### config.mk
export PLATFORM = sky130hd
export DESIGN_NAME = tcp_checksum_stream
export DESIGN_NICKNAME = d
export VERILOG_FILES = /design/src/rtl/tcp_checksum_stream.sv
export SDC_FILE = /design/constraint.sdc
export NUM_CORES = 2
export LEC_CHECK = 0
export CELL_PAD_IN_SITES_DETAIL_PLACEMENT = 1
export CELL_PAD_IN_SITES_GLOBAL_PLACEMENT = 2
export CORE_MARGIN = 2
export CORE_UTILIZATION = 41
export DETAILED_ROUTE_END_ITERATION = 10
export PLACE_DENSITY = 0.85
export SETUP_SLACK_MARGIN = 0.4
export SYNTH_ARGS = -nofsm -noshare
export SYNTH_HDL_FRONTEND = slang
export SYNTH_SLANG_ARGS = --single-unit
### constraint.sdc
create_clock -name clk -period 16.57 [get_ports clk]
set_input_delay 4.971 -clock clk [delete_from_list [all_inputs] [get_ports clk]]
set_output_delay 4.971 -clock clk [all_outputs]
set_load 0.005 [all_outputs]
### src/rtl/tcp_checksum_stream.sv
// ============================================================================
// Module  : tcp_checksum_stream
// Purpose : Streaming Internet (ones-complement) checksum engine. Packets
//           arrive on an AXI4-Stream, and each packet has one {offset, seed}
//           descriptor. The engine emits the 16-bit complemented checksum on
//           a result stream. A small result FIFO, guarded by a credit
//           counter, lets packet intake continue under output backpressure.
// Ports   : clk, rst_n                 - clock, async active-low reset
//           S_AXIS_TDATA/TKEEP/TVALID/TLAST/TREADY - packet data stream
//           S_SEED_TDATA/TVALID/TREADY - descriptor {offset[31:16], seed[15:0]}
//           M_AXIS_TDATA/TVALID/TREADY - complemented checksum result
//           M_AXIS_TUSER               - checksum-verifies flag (optional)
// Options : TCP_CKSUM_VERIFY_EN - adds M_AXIS_TUSER, stored with each result
// Revision: 1.0 - initial release
// ============================================================================
`default_nettype none

module tcp_checksum_stream #(
  parameter int DATA_WIDTH = 512,
  parameter int OUT_DEPTH  = 4
) (
  input  logic                    clk,
  input  logic                    rst_n,
  input  logic [DATA_WIDTH-1:0]   S_AXIS_TDATA,
  input  logic [DATA_WIDTH/8-1:0] S_AXIS_TKEEP,
  input  logic                    S_AXIS_TVALID,
  input  logic                    S_AXIS_TLAST,
  output logic                    S_AXIS_TREADY,
  input  logic [31:0]             S_SEED_TDATA,
  input  logic                    S_SEED_TVALID,
  output logic                    S_SEED_TREADY,
  output logic [15:0]             M_AXIS_TDATA,
  output logic                    M_AXIS_TVALID,
  input  logic                    M_AXIS_TREADY
`ifdef TCP_CKSUM_VERIFY_EN
  ,
  output logic                    M_AXIS_TUSER
`endif
);

  localparam int C_BYTES = DATA_WIDTH / 8;
  localparam int C_WORDS = DATA_WIDTH / 16;
  localparam int C_AW    = $clog2(OUT_DEPTH);
`ifdef TCP_CKSUM_VERIFY_EN
  localparam int C_FW    = 17;
`else
  localparam int C_FW    = 16;
`endif
  localparam logic [15:0]   C_BEAT_BYTES = 16'(C_BYTES);
  localparam logic [C_AW:0] C_DEPTH      = (C_AW + 1)'(OUT_DEPTH);

  // --------------------------------------------------------------------------
  // Intake control
  // --------------------------------------------------------------------------
  logic                  r_active;   // low in reset; keeps both readies at 0
  logic                  r_start;    // next accepted beat opens a packet
  logic [C_AW:0]         r_credit;   // results in flight plus results stored
  logic [15:0]           r_byte_idx; // packet byte index of the next beat
  logic [15:0]           r_offset;   // header offset of the current packet

  logic                  w_credit_ok;
  logic                  w_beat;
  logic                  w_fifo_rd;
  logic [15:0]           w_base;
  logic [15:0]           w_offset;
  logic [DATA_WIDTH-1:0] w_masked;

  assign w_credit_ok   = r_credit < C_DEPTH;
  assign S_AXIS_TREADY = r_active & w_credit_ok & (~r_start | S_SEED_TVALID);
  assign S_SEED_TREADY = r_active & r_start & S_AXIS_TVALID & w_credit_ok;
  assign w_beat        = S_AXIS_TVALID & S_AXIS_TREADY;
  assign w_fifo_rd     = M_AXIS_TVALID & M_AXIS_TREADY;

  // On the first beat the descriptor is live on S_SEED_TDATA and the index
  // restarts at zero; later beats use the latched offset and running index.
  assign w_base   = r_start ? 16'd0 : r_byte_idx;
  assign w_offset = r_start ? S_SEED_TDATA[31:16] : r_offset;

  always_comb begin
    w_masked = '0;
    for (int i = 0; i < C_BYTES; i++) begin
      if (S_AXIS_TKEEP[i] && ((w_base + 16'(i)) >= w_offset)) begin
        w_masked[8*i +: 8] = S_AXIS_TDATA[8*i +: 8];
      end
    end
  end

  always_ff @(posedge clk or negedge rst_n) begin
    if (!rst_n) begin
      r_active   <= 1'b0;
      r_start    <= 1'b1;
      r_credit   <= '0;
      r_byte_idx <= '0;
      r_offset   <= '0;
    end else begin
      r_active <= 1'b1;
      if (w_beat) begin
        r_start    <= S_AXIS_TLAST;
        r_byte_idx <= w_base + C_BEAT_BYTES;
        r_offset   <= w_offset;
      end
      case ({w_beat & S_AXIS_TLAST, w_fifo_rd})
        2'b10:   r_credit <= r_credit + (C_AW + 1)'(1);
        2'b01:   r_credit <= r_credit - (C_AW + 1)'(1);
        default: r_credit <= r_credit;
      endcase
    end
  end

  // --------------------------------------------------------------------------
  // Stage 0: masked data and control
  // --------------------------------------------------------------------------
  logic                  r_s0_valid, r_s0_last, r_s0_first;
  logic [DATA_WIDTH-1:0] r_s0_data;
  logic [15:0]           r_s0_seed;

  always_ff @(posedge clk or negedge rst_n) begin
    if (!rst_n) begin
      r_s0_valid <= 1'b0;
      r_s0_last  <= 1'b0;
      r_s0_first <= 1'b0;
      r_s0_data  <= '0;
      r_s0_seed  <= '0;
    end else begin
      r_s0_valid <= w_beat;
      if (w_beat) begin
        r_s0_last  <= S_AXIS_TLAST;
        r_s0_first <= r_start;
        r_s0_data  <= w_masked;
        r_s0_seed  <= S_SEED_TDATA[15:0];
      end
    end
  end

  // --------------------------------------------------------------------------
  // Stage 1: sum of all 16-bit network-order words of the beat
  // --------------------------------------------------------------------------
  logic [31:0] w_tree;
  logic        r_s1_valid, r_s1_last, r_s1_first;
  logic [31:0] r_s1_sum;
  logic [15:0] r_s1_seed;

  always_comb begin
    w_tree = '0;
    for (int k = 0; k < C_WORDS; k++) begin
      // byte 2k is the high byte of word k
      w_tree = w_tree + {16'd0, r_s0_data[16*k +: 8], r_s0_data[16*k+8 +: 8]};
    end
  end

  always_ff @(posedge clk or negedge rst_n) begin
    if (!rst_n) begin
      r_s1_valid <= 1'b0;
      r_s1_last  <= 1'b0;
      r_s1_first <= 1'b0;
      r_s1_sum   <= '0;
      r_s1_seed  <= '0;
    end else begin
      r_s1_valid <= r_s0_valid;
      if (r_s0_valid) begin
        r_s1_last  <= r_s0_last;
        r_s1_first <= r_s0_first;
        r_s1_sum   <= w_tree;
        r_s1_seed  <= r_s0_seed;
      end
    end
  end

  // --------------------------------------------------------------------------
  // Stage 2: fold to 16 bits and accumulate with end-around carry
  // --------------------------------------------------------------------------
  logic [15:0] r_acc;
  logic [16:0] w_f1;
  logic [15:0] w_f2;
  logic [15:0] w_acc_in;
  logic [16:0] w_t;
  logic [15:0] w_sum;
  logic        w_fifo_wr;
  logic [C_FW-1:0] w_wr_data;

  // The first fold leaves at most one carry, and the second fold absorbs it
  // without overflow. The seed replaces the running sum on a packet's first
  // beat, so back-to-back packets need no idle cycle.
  assign w_f1      = {1'b0, r_s1_sum[15:0]} + {1'b0, r_s1_sum[31:16]};
  assign w_f2      = w_f1[15:0] + {15'd0, w_f1[16]};
  assign w_acc_in  = r_s1_first ? r_s1_seed : r_acc;
  assign w_t       = {1'b0, w_acc_in} + {1'b0, w_f2};
  assign w_sum     = w_t[15:0] + {15'd0, w_t[16]};
  assign w_fifo_wr = r_s1_valid & r_s1_last;

`ifdef TCP_CKSUM_VERIFY_EN
  assign w_wr_data = {(w_sum == 16'hFFFF), ~w_sum};
`else
  assign w_wr_data = ~w_sum;
`endif

  always_ff @(posedge clk or negedge rst_n) begin
    if (!rst_n) begin
      r_acc <= '0;
    end else if (r_s1_valid) begin
      r_acc <= r_s1_last ? 16'd0 : w_sum;
    end
  end

  // --------------------------------------------------------------------------
  // Result FIFO; the credit counter guarantees it never overflows
  // --------------------------------------------------------------------------
  logic [C_FW-1:0] r_mem [OUT_DEPTH];
  logic [C_AW-1:0] r_wr_ptr, r_rd_ptr;
  logic [C_AW:0]   r_count;

  always_ff @(posedge clk or negedge rst_n) begin
    if (!rst_n) begin
      for (int i = 0; i < OUT_DEPTH; i++) begin
        r_mem[i] <= '0;
      end
      r_wr_ptr <= '0;
      r_rd_ptr <= '0;
      r_count  <= '0;
    end else begin
      if (w_fifo_wr) begin
        r_mem[r_wr_ptr] <= w_wr_data;
        r_wr_ptr        <= r_wr_ptr + C_AW'(1);
      end
      if (w_fifo_rd) begin
        r_rd_ptr <= r_rd_ptr + C_AW'(1);
      end
      case ({w_fifo_wr, w_fifo_rd})
        2'b10:   r_count <= r_count + (C_AW + 1)'(1);
        2'b01:   r_count <= r_count - (C_AW + 1)'(1);
        default: r_count <= r_count;
      endcase
    end
  end

  assign M_AXIS_TVALID = (r_count != '0);
  assign M_AXIS_TDATA  = r_mem[r_rd_ptr][15:0];
`ifdef TCP_CKSUM_VERIFY_EN
  assign M_AXIS_TUSER  = r_mem[r_rd_ptr][16];
`endif

endmodule

`default_nettype wire

### Yosys cells after proc, flatten, opt, wreduce, memory -nomap -nowiden

Cells that the tools add are included.

| cells by class | value |
|---|---|
| equality and inequality tests | 4 |
| divide/modulo/power cells | 0 |
| reductions and logical operators | 68 |
| bitwise logic cells | 14 |
| add/subtract/negate cells | 105 |
| multiply operators | 0 |
| magnitude comparators | 68 |
| shift operators | 0 |
| mux-type cells | 76 |

Operators with widths:

| kind | count |
|---|---|
| greater-or-equal comparator 16 bit | 64 |
| adder 16 x 6 -> 16 bit, second input constant | 32 |
| two-way mux 8 bit | 64 |
| adder 32 x 16 -> 32 bit | 15 |
| adder 16 x 5 -> 16 bit, second input constant | 16 |
| adder 16 x 4 -> 16 bit, second input constant | 8 |
| two-way mux 16 bit | 7 |
| logical AND 1 bit | 65 |
| adder 16 x 3 -> 16 bit, second input constant | 4 |
| bitwise mux 64 bit | 1 |
| adder 16 x 16 -> 17 bit | 3 |
| adder 16 x 1 -> 16 bit | 2 |
| adder 16 x 2 -> 16 bit, second input constant | 2 |
| adder 31 x 16 -> 32 bit | 1 |
| binary-select mux 16 bit (select 2 bit) | 1 |
| demux 16 bit (select 2 bit) | 1 |
| adder 30 x 16 -> 31 bit | 1 |
| adder 29 x 16 -> 30 bit | 1 |
| adder 28 x 16 -> 29 bit | 1 |
| adder 27 x 16 -> 28 bit | 1 |
| adder 26 x 16 -> 27 bit | 1 |
| adder 25 x 16 -> 26 bit | 1 |
| adder 24 x 16 -> 25 bit | 1 |
| adder 23 x 16 -> 24 bit | 1 |
| 24 further kinds | 41 |

| storage, ports and cells | value |
|---|---|
| bits in writable memories | 0 |
| memory bits (read-only) | 0 |
| memories | 0 |
| input port bits | 614 |
| register bits after elaboration | 706 |
| output and inout bits | 19 |
| logic and storage cells | 358 |
| latch bits | 0 |

### Depth between registers and ports, before layout

| logic depth | value |
|---|---|
| depth in word-level cells | 31 |
| gate-level depth with buffers | 30 |
| gate-level depth less buffers | 30 |

### Worst setup path before layout

Ideal clock, no wire load.

| timing | value |
|---|---|
| path kind | input -> output |
| start | input port S_SEED_TVALID |
| end | output port S_AXIS_TREADY |
| arrival | 5.732 ns |
| required time | 11.599 ns |
| setup slack | 5.867 ns |
| cell stages on the path | 4 |
| cell sequence | nor2b_1 > nor3b_4 > clkbuf_1 > clkbuf_1 |

| between the ends | value |
|---|---|
| word-level cells in the longest chain between the ends | 2 |

RTL lines:

| what | line | source |
|---|---|---|
| start, declared | 30 | `input logic S_SEED_TVALID,` |
| bitwise OR 1 bit | 69 | `assign S_AXIS_TREADY = r_active & w_credit_ok & (~r_start \| S_SEED_TVALID);` |
| bitwise AND 1 bit | 69 |  |
| end, declared | 28 | `output logic S_AXIS_TREADY,` |

Every way passes these cells.

### Worst setup path in the final report

Ends and elaborated chain as after synthesis.

==> impl_results.md <==
* Cells after Synth at 7753
* Dpl cells at 10.4k
* HPWL after DPL at 247000 um
* Synth Warn # at 0
* Pwr/cell area at 132 nW/um^2
* Total grt overflow at 0
* Routed vias at 65.1k
* Critical Path End Type: output port
* Tmin final at 12.23 ns
* Layout Cells excl Fill at 10.7k
* Reg2Reg Setup Slack at 9.01 ns
* WP data required at 11.60 ns
* Avg Cell Area, Syn at 9.18 sq um
* Antenna-violating nets left at 0
* Initial drt markers at 6048
* Relative max-transition margin at 6.81%
* Htree depth at 3
* Core Region at 172000 sq um
* Area delta synth->final at 17.3%
* RSZ-0062 raised after global routing: no
* Least-Margin Pin Slew at 1.40 ns
* WL/cell at 30.7 um
* Post-DP Area at 80300 sq um
* 1st-pass router iterations at 6
* Hold_buf cts at 0
* Netlist Area Pre-Place at 71200 sq um
* Total negative slack at 0 ns
* Synth Register Bits at 696
* Synth Flop Type: dfrtp_1
* Clock Sinks at 696
* Clk slew on worst S/H paths at 0.06 ns
* Worst vdd ir at 99.5 uV
* Critical path arrival at 7.26 ns
* I/O pin cnt at 633
* Initial Utilization at 41.4%
* Setup Crit Path Kind: input port to output port
* Switching power of the nets at 5470 uW
* Synthesized Nets at 9716
* Fin area at 83400 sq um
* Horiz. Die Dim at 421 um
* Top cell type's share of synthesized area at 24.4%
* Register area share after synthesis at 24.5%
* Power Total at 11000 uW
* Proportion of layout cells with a drive suffix above 1 at 5.53%
* Max-Cap Viols at 0
* Vias in the first global route at 68.2k
* Fillers at 19.7k
* Post-synth top cells: ha_1, inv_1, dfrtp_1
* Cell taking the most area after synthesis: dfrtp_1
* Worst hold path class: register to register
* Post CTS Setup Buffer Count at 0
* Detailed-route wire length at 327000 um
* Post-Route Skew at 0.0478 ns
* Vias per cell at 6.10
* Number of antenna violations at the first check in global routing at 72
* TritonCTS Buffers at 86
* TritonCTS clock tree: done
* CTS resizes at 0
* Nets at 10.2k
* Max Slew Vio Count at 0
* Final GP Congestion at 0.980
* Pin count of the biggest net entering global routing at 165
* Worst-skew pair later-pin latency at 0.75 ns
* Synth area leaders: dfrtp_1, ha_1, fa_1, xnor2_1, inv_1
* Crit-path max FO at 12
* Status: finished, final reports clean
* Post-synth ARST share at 100%
* GRT Total Usage at 36.5%
* Die area at 177000 sq um
* Post-route DRC at 0
* Die Ht at 421 um
* Reg power frac at 20.0%
* Row Count at 152
* CTS Buffer Depth at 3
* Final setup viols at 0
* CTS root buffer: clkbuf_16
* First-pass GRT wire length at 468000 um
* Synth cell types at 86
* Leakage power at 0.0380 uW
* Startpoint Class: input port
* Clk pwr share at 18.6%
* Post-synth EDFFs at 0
* F_max at 81.7 MHz
* Count leader, synth: ha_1
* Logic pwr share at 61.4%
* Final clock period utilization by the worst path at 73.8%
* IO buf count at 632
* Worst hold slack at 0.476 ns
* Switching part of the total at 49.8%
* Final hold violation count at 0
* Int Power at 5510 uW
[per-layer routing]
| metal | up-vias | share of wire (%) | global-route usage [%] |
|---|---|---|---|
| met4 | 24 | 8.3 | 27.7 |
| met1 | 33470 | 38 | 44.6 |
| met5 | - | 0.047 | 0 |
| met2 | 2857 | 46 | 57.4 |
| li1 | 27766 | - | - |
| met3 | 936 | 7.6 | 6.42 |
[final timing paths]
kind / start / endpoint / depth (start not counted)
setup reg to reg: r_s0_data[58]$_DFFE_PN0P_ / r_s1_sum[20]$_DFFE_PN0P_ / 23
setup / recovery: S_SEED_TVALID / S_AXIS_TREADY / 5
hold reg to reg: r_count[2]$_DFFE_PN0P_ / r_count[2]$_DFFE_PN0P_ / 1
hold / removal: r_count[2]$_DFFE_PN0P_ / r_count[2]$_DFFE_PN0P_ / 1
min in group asynchronous: rst_n / r_s0_data[72]$_DFFE_PN0P_ / 1
max in group asynchronous: rst_n / r_s0_data[375]$_DFFE_PN0P_ / 4
[flip-flops by register name (all words and copies together) (netlist names)]
signal and cells:
r_s0_last 1, r_offset 16, r_byte_idx 16, r_s0_seed 16, r_acc 16, r_mem 64
r_wr_ptr 2, r_s1_sum 22, r_credit 3, r_rd_ptr 2, r_start 1, r_s1_last 1
r_active 1, r_s1_valid 1, r_s0_valid 1, r_s1_seed 16, r_s1_first 1, r_s0_data 512
r_count 3, r_s0_first 1
[power groups by stage]
stage | sequential (uW) | combinational, uW | clock, uW
2_1_floorplan | 2080 | 4180 | 0
3_3_place_gp | 2200 | 6300 | 0
3_5_place_dp | 2210 | 6590 | 0
4_1_cts | 2190 | 6640 | 2060
5_1_grt | 2220 | 7340 | 2130
6_report | 2190 | 6740 | 2040
[worst max-delay path, stage by stage]
cell and delay, ns:
clkdlybuf4s50_1 0.46, nor2b_1 0.06, nor3b_4 0.95, buf_4 0.30, clkdlybuf4s50_1 0.50
[metrics by stage]
stage                     utilization [%]  setup slack, ns
after floorplan                         -             5.87
after global placement               46.7             4.38
after detailed placement             46.7             4.36
after CTS                            48.4             4.38
after global routing                 48.5             4.34
final                                48.5             4.34
[cell usage in the layout, fill, tap and decap left out, types with 245 or more instances in the layout]
cell / count
inv_1: 852
ha_1: 869
nand3_1: 269
fa_1: 478
a32oi_1: 312
clkdlybuf4s50_1: 630
a21oi_1: 245
o21ai_0: 565
nor2_1: 410
nand2_1: 682
xnor2_1: 655
dfrtp_1: 694
[cells by family after synthesis]
group,Yosys count,synth area share [%]
multiplexers,86,1.58
other,1,0.00527
XOR/XNOR,752,9.30
buffers and inverters,1253,6.64
AND/OR/NAND/NOR,1834,12.0
adder cells (fa/ha/maj),1349,28.8
flip-flops,696,24.5
AO/OA/AOI/OAI,1782,17.2
[layout make-up]
type | instances | area, sq um | share of cell area (%)
Antenna cell | 57 | 143 | 0.171
Inverter | 863 | 3240 | 3.88
Clock buffer | 122 | 2490 | 2.98
Timing Repair Buffer | 777 | 7440 | 8.92
Multi-Input combinational cell | 5804 | 49300 | 59.1
Clock inverter | 35 | 488 | 0.585
Tap cell | 2310 | 2890 | 3.46
Sequential cell | 696 | 17400 | 20.9
(Power assumes the default switching activity.)
